### config.mk
export PLATFORM = sky130hd
export DESIGN_NAME = fft_output_reorder
export DESIGN_NICKNAME = d
export VERILOG_FILES = /design/src/rtl/fft_output_reorder.sv
export SDC_FILE = /design/constraint.sdc
export NUM_CORES = 2
export LEC_CHECK = 0
export CORE_MARGIN = 8
export CORE_UTILIZATION = 30
export DETAILED_ROUTE_END_ITERATION = 8
export GPL_TIMING_DRIVEN = 0
export PLACE_DENSITY_LB_ADDON = 0.2
export SLEW_MARGIN = 20
export SYNTH_ARGS = -nofsm -noshare
export SYNTH_HDL_FRONTEND = slang
export SYNTH_SLANG_ARGS = --single-unit
### constraint.sdc
create_clock -name clk -period 8.18 [get_ports clk]
set_input_delay 2.454 -clock clk [delete_from_list [all_inputs] [get_ports clk]]
set_output_delay 2.454 -clock clk [all_outputs]
set_load 0.02 [all_outputs]
### src/rtl/fft_output_reorder.sv
// fft_output_reorder
// Collects 64-point FFT frames that arrive in bit-reversed bin order and
// replays them in natural bin order (0..D_WIDTH-1) over a valid/ready stream.
// Build option: define REORDER_PINGPONG_EN for two banks, which overlaps fill
// and drain for full throughput. Without it there is a single bank, and fill
// and drain alternate.
module fft_output_reorder #(
    parameter int unsigned D_WIDTH     = 64,
    parameter int unsigned LOG_2_WIDTH = 6,
    parameter int unsigned S_WIDTH     = 16
) (
    input  logic                   clk,
    input  logic                   rst_n,
    input  logic                   in_valid,
    output logic                   in_ready,
    input  logic [S_WIDTH-1:0]     in_re,
    input  logic [S_WIDTH-1:0]     in_im,
    output logic                   out_valid,
    input  logic                   out_ready,
    output logic [S_WIDTH-1:0]     out_re,
    output logic [S_WIDTH-1:0]     out_im,
    output logic [LOG_2_WIDTH-1:0] out_index,
    output logic                   out_last
);

`ifdef REORDER_PINGPONG_EN
    localparam int unsigned NB = 2;
`else
    localparam int unsigned NB = 1;
`endif

    localparam logic [LOG_2_WIDTH-1:0] LAST_IDX = LOG_2_WIDTH'(D_WIDTH - 1);

    typedef enum logic [1:0] {
        EMPTY,
        FILLING,
        FULL,
        DRAINING
    } bank_state_t;

    bank_state_t            bank_state [NB];
    logic                   wr_bank;
    logic                   rd_bank;
    logic [LOG_2_WIDTH-1:0] wr_cnt;
    logic [LOG_2_WIDTH-1:0] rd_cnt;
    logic [S_WIDTH-1:0]     mem_re [NB][D_WIDTH];
    logic [S_WIDTH-1:0]     mem_im [NB][D_WIDTH];
    logic                   in_acc;
    logic                   out_acc;

    function automatic logic [LOG_2_WIDTH-1:0] bitrev(input logic [LOG_2_WIDTH-1:0] a);
        return {<<{a}};
    endfunction

    assign in_ready  = (bank_state[wr_bank] == EMPTY) || (bank_state[wr_bank] == FILLING);
    assign out_valid = (bank_state[rd_bank] == FULL) || (bank_state[rd_bank] == DRAINING);
    assign out_re    = mem_re[rd_bank][rd_cnt];
    assign out_im    = mem_im[rd_bank][rd_cnt];
    assign out_index = rd_cnt;
    assign out_last  = out_valid && (rd_cnt == LAST_IDX);

    assign in_acc  = in_valid && in_ready;
    assign out_acc = out_valid && out_ready;

    // Bank state machine, write/read counters and bank pointers.
    // Write and read never touch the same bank in one cycle: a write needs
    // EMPTY/FILLING and a read needs FULL/DRAINING.
    always_ff @(posedge clk or negedge rst_n) begin
        if (!rst_n) begin
            bank_state <= '{default: EMPTY};
            wr_bank    <= 1'b0;
            rd_bank    <= 1'b0;
            wr_cnt     <= '0;
            rd_cnt     <= '0;
        end else begin
            if (in_acc) begin
                if (wr_cnt == LAST_IDX) begin
                    bank_state[wr_bank] <= FULL;
                    wr_cnt              <= '0;
                    wr_bank             <= (NB > 1) ? ~wr_bank : 1'b0;
                end else begin
                    bank_state[wr_bank] <= FILLING;
                    wr_cnt              <= wr_cnt + 1'b1;
                end
            end
            if (out_acc) begin
                if (rd_cnt == LAST_IDX) begin
                    bank_state[rd_bank] <= EMPTY;
                    rd_cnt              <= '0;
                    rd_bank             <= (NB > 1) ? ~rd_bank : 1'b0;
                end else begin
                    bank_state[rd_bank] <= DRAINING;
                    rd_cnt              <= rd_cnt + 1'b1;
                end
            end
        end
    end

    // Sample storage: each accepted input lands at its natural bin address.
    always_ff @(posedge clk or negedge rst_n) begin
        if (!rst_n) begin
            mem_re <= '{default: '0};
            mem_im <= '{default: '0};
        end else if (in_acc) begin
            mem_re[wr_bank][bitrev(wr_cnt)] <= in_re;
            mem_im[wr_bank][bitrev(wr_cnt)] <= in_im;
        end
    end

endmodule

# == Yosys cells after proc, flatten, opt, wreduce, memory -nomap -nowiden ==
# Index checks and enable logic that the tools add are counted.
# Widths: inputs -> output; s select.
# classes
reduce_logical,8
n_bitwise,2
n_eq_ne,5
add_sub_neg,2
muxes,16
magnitude_cmp,3
# ops
operator,count
$bwmux 1024,2
$bmux 16 s6,2
$demux 16 s6,1
$mux 16,5
$ge 7x7->1 const B,2
$not 6->7,2
$add 6x1->6 const B,2
$eq 6x6->1 const B,2
$mux 6,2
$mux 2,4
$lt 7x1->1 const B,1
$eq 2x2->1 const B,2
$logic_and 1x1->1,4
$eq 2x1->1 const B,1
$logic_not 2->1,1
$logic_or 1x1->1,2
$reduce_bool 2->1,1
# word_totals
ff_bits,2062
output_inout_bits,41
input_bits,36

# == Logic depth before layout (Yosys ltp) ==
# depth
ltp_word,6
mapped_depth,10

# == Worst setup path before layout ==
# Ideal clock, no wire load.
# synth_path
path_kind,reg-to-output
from,"reg rd_cnt[0], in the netlist out_index[0]"
to,out out_im[14]
n_path_buf,5
required_time_ps,5726
setup_slack_ps,3252
t_arrival_ps,2474
path_stages_with_launch,10
cell_sequence,dfrtp_1 buf_6 buf_8 buf_8 buf_8 buf_8 mux2i_1 a221oi_1 nor3_1 o41ai_1
# synth_via
elab_chain_cells,4
# synth_rtl
item,line_no,source
"start, declared",45,logic [LOG_2_WIDTH-1:0] rd_cnt;
"start signal, assigned",93,rd_cnt <= rd_cnt + 1'b1;
$not 6->7 (not written as such),58,assign out_im = mem_im[rd_bank][rd_cnt];
$bmux 16 s6,58,
$mux 16 (not written as such) (2 in series),58,
"end, declared",21,"output logic [S_WIDTH-1:0] out_im,"
# No other way between the ends. The select of a mux whose other input is x is not followed.

# == Final worst setup path ==
# layout_path
from,"reg rd_cnt[1], in the netlist out_index[1]"
to,out out_re[14]
# layout_via
elab_chain_cells,4
# layout_rtl
item,line_no,source
$not 6->7 (not written as such),57,assign out_re = mem_re[rd_bank][rd_cnt];
$bmux 16 s6,57,
$mux 16 (not written as such) (2 in series),57,
"end, declared",20,"output logic [S_WIDTH-1:0] out_re,"
# No other way between the ends. The select of a mux whose other input is x is not followed.

==> summary.txt <==
Run status
  • Outcome: finished with violations
  • Violated checks: setup timing

Worst setup path
  • R2r startpoint: out_index[2]$_DFFE_PN0P_
  • Worst Path Max Fanout: 10
  • R2r endpoint: out_index[5]$_DFFE_PN0P_
  • CP Launch Point: out_index[1]$_DFFE_PN0P_
  • Crit path cell chain: buf_4, buf_2, buf_4, buf_4, mux4_2, mux2i_1, o21ai_0, o211ai_1, o221ai_1, clkdlybuf4s50_1
  • Kind of critical path: reg -> out
  • Crit start category: flop
  • CP endpoint: out_re[14]
  • Worst EP arrival: 5820 ps
  • Critical path buffers and inverters: 5
  • Crit path depth: 10
  • FF-to-FF path depth: 8
  • Slowest cell delay on critical path: 1020 ps
  • CP max stage cell: o211ai_1
  • Cell mode on critical path: buf_4
  • Reg2Reg Setup Slack: 4530 ps
  • Crit path capture type: output pin
  • Cell family with most CP delay: buffers and inverters
  • Req. time, crit path: 5730 ps

Logic synthesis
  • Post-Syn Area: 0.09415 mm^2
  • Area leader, netlist: dfrtp_1
  • Mean Syn Cell Area: 15.59 um^2
  • Most frequent cell after synthesis: mux2_2
  • Total number of yosys warnings: 0
  • Async S/R FF share, synth: 1.000
  • EDFF count, synth: 0
  • Count of cell types in the netlist: 60
  • Top cell type's share of synthesized area: 0.5478
  • Sequential-to-total area share from yosys stat: 0.5478
  • Syn Nets: 6082
  • Register bit total from synthesis: 2061
  • Post-synth top cells: mux2_2 (2075), dfrtp_1 (2061), mux4_2 (443), clkbuf_1 (270), buf_2 (240)
  • Synth Instances: 6039
  • Ranking of synthesized cells by area: dfrtp_1 (55%), mux2_2 (25%), mux4_2 (11%)
  • Top_reg_cell synth: dfrtp_1

Die
  • Die Y: 576.2 um
  • Die X: 576.2 um
  • Full die area: 0.3320 mm^2
  • # rows: 205
  • Initial core utilization: 0.3016
  • IO Pins: 77
  • Core Box Area: 0.3122 mm^2

Drt
  • DR WL/cell: 35.71 um
  • Detail Route Antenna Nets: 0
  • Via count: 58.14k
  • Drt drc: 0
  • Total Wirelength: 382.3 mm
  • Drt pass-1 iters: 6
  • Avg Vias per Cell: 5.430
  • Initial drt markers: 4889

Timing
  • Final period utilization: 1.012
  • Hold WS: 480.1 ps
  • Slew @ Worst Pin: 1285 ps
  • Fin. max-slew vios: 0
  • # setup viols final: 2
  • Final WS setup: -97.61 ps
  • Max-slew headroom: 0.1430
  • Worst Clk Skew: 61.95 ps
  • Hold Vio Cnt, Final: 0
  • Max Fclk: 120.8 MHz
  • Final min period: 8278 ps

Pwr
  • Logic pwr share: 0.387
  • Pwr Total: 0.03970 W
  • Peak supply drop: 0.0002025 V
  • Sw frac: 0.3760
  • Net Sw Power: 0.01493 W
  • Seq pwr share: 0.347
  • LEAKAGE: 50.43 nW
  • Clock network power share: 0.267
  • Power Density: 365.1 mW/mm^2
  • Internal Pwr Total: 0.02477 W

Clock tree
  • Max clock buf depth: 4
  • Max H-tree Level: 4
  • Clock transition at path regs: 60 ps
  • Worst skew pair latency: 930 ps
  • Post-CTS Setup Bufs: 0
  • Clk sinks: 2061
  • Total CTS buffers: 238
  • Post-CTS Hold Buffers: 0
  • Post-CTS resize count: 44
  • Clk Tree Root Cell: clkbuf_16
  • CTS tree: built

Min path
  • WHS Path Cells: 1
  • Min-Delay Path Class: reg -> reg
  • Hold Crit Start: mem_re[962]$_DFFE_PN0P_

Global route
  • GR Layer Usage met2: 0.3551
  • Largest net degree at the start of global routing: 149
  • GRT met3 Usage: 0.04664
  • Busiest grt layer: met2
  • Initial antenna violation count: 28
  • Vias in the first global route: 61.31k
  • GRT Total Usage: 0.2264
  • First-pass GRT wire length: 522.7 mm
  • Met1 Use GR: 0.2997
  • Overflow after GRT: 0

Flow run
  • Total of max-cap violations: 0

Layout
  • Share of cells above drive strength 1: 0.5076
  • Area Overhead vs Synth: 15.51%
  • Finished Layout Cells: 10.71k
  • Design area: 0.1087 mm^2
  • Fin util: 0.3484
  • Nets@finish: 6412

Placement
  • Hpwl dp: 277.0 mm
  • Area of placed instances: 0.1010 mm^2
  • RD Place Congestion: 0.9235
  • Placed cell count: 10.27k
  • Port bufs: 44
[worst min-delay path by stage]
stage                         endpoint  slack (ps)
2_1_floorplan  mem_re[912]$_DFFE_PN0P_         450
3_3_place_gp   mem_re[962]$_DFFE_PN0P_         460
3_5_place_dp   mem_re[917]$_DFFE_PN0P_         470
4_1_cts        mem_re[917]$_DFFE_PN0P_         480
5_1_grt        mem_re[962]$_DFFE_PN0P_         490
6_report       mem_re[962]$_DFFE_PN0P_         480
[cells in the final DEF (no fill, tap or decap), drive strengths merged, types with 13 or more instances in the layout]
cell	count
a211oi	18
a21oi	28
a221oi	26
a22o	16
a22oi	72
buf	395
clkbuf	626
clkdlybuf4s50	43
clkinv	46
dfrtp	2061
diode	18
inv	13
mux2	2106
mux2i	206
mux4	443
nand2	70
nand3	25
nor2	90
nor3	23
o21ai	41
o221ai	30
o22ai	29
[routing by layer]
metal / share of wire / vias to the layer above
li1: - / 23170
met1: 0.42 / 32350
met2: 0.45 / 1966
met3: 0.064 / 649
met4: 0.057 / 10
met5: 0.00017 / -
[layout make-up]
class | count | area (um^2)
Sequential cell | 2061 | 51580
Clock inverter | 62 | 600.6
Multi-Input combinational cell | 3352 | 39610
Tap cell | 4140 | 5180
Fill cell | 29930 | 203400
Timing Repair Buffer | 91 | 1515
Antenna cell | 18 | 45.04
Inverter | 8 | 31.28
Clock buffer | 357 | 6974
Buffer | 617 | 3207
[through the flow]
stage / setup WS, ps / TNS, ps
4_1_cts: 12.23 / 0
2_1_floorplan: 3252 / 0
3_3_place_gp: -90220 / -
6_report: -97.61 / -128.0
5_1_grt: -19.50 / -19.50
3_5_place_dp: 30.37 / 0
[cell families (layout without fill, tap and decap cells)]
kind of cell	count (synthesis)	count (layout)	synth area share
AND/OR/NAND/NOR	246	246	0.01159
XOR/XNOR	4	4	0.0003721
buffers and inverters	626	1135	0.03287
adder cells (fa/ha/maj)	7	7	0.0009303
other	0	18	0
multiplexers	2755	2755	0.3798
flip-flops	2061	2061	0.5478
AO/OA/AOI/OAI	340	340	0.02665
[power by group through the flow]
stage	Clock (W)	Combinational, W	Sequential, W
after floorplan	0	0.00814	0.0134
after global placement	0	0.0147	0.0141
after detailed placement	0	0.0153	0.0139
after CTS	0.0108	0.0154	0.0137
after global routing	0.0112	0.0157	0.0140
final	0.0106	0.0153	0.0138
[state kept, by name, summed over array words and instances (netlist names)]
name        flops
mem_im       1024
out_index       6
mem_re       1024
wr_cnt          6
bank_state      1
(Power assumes the default switching activity.)
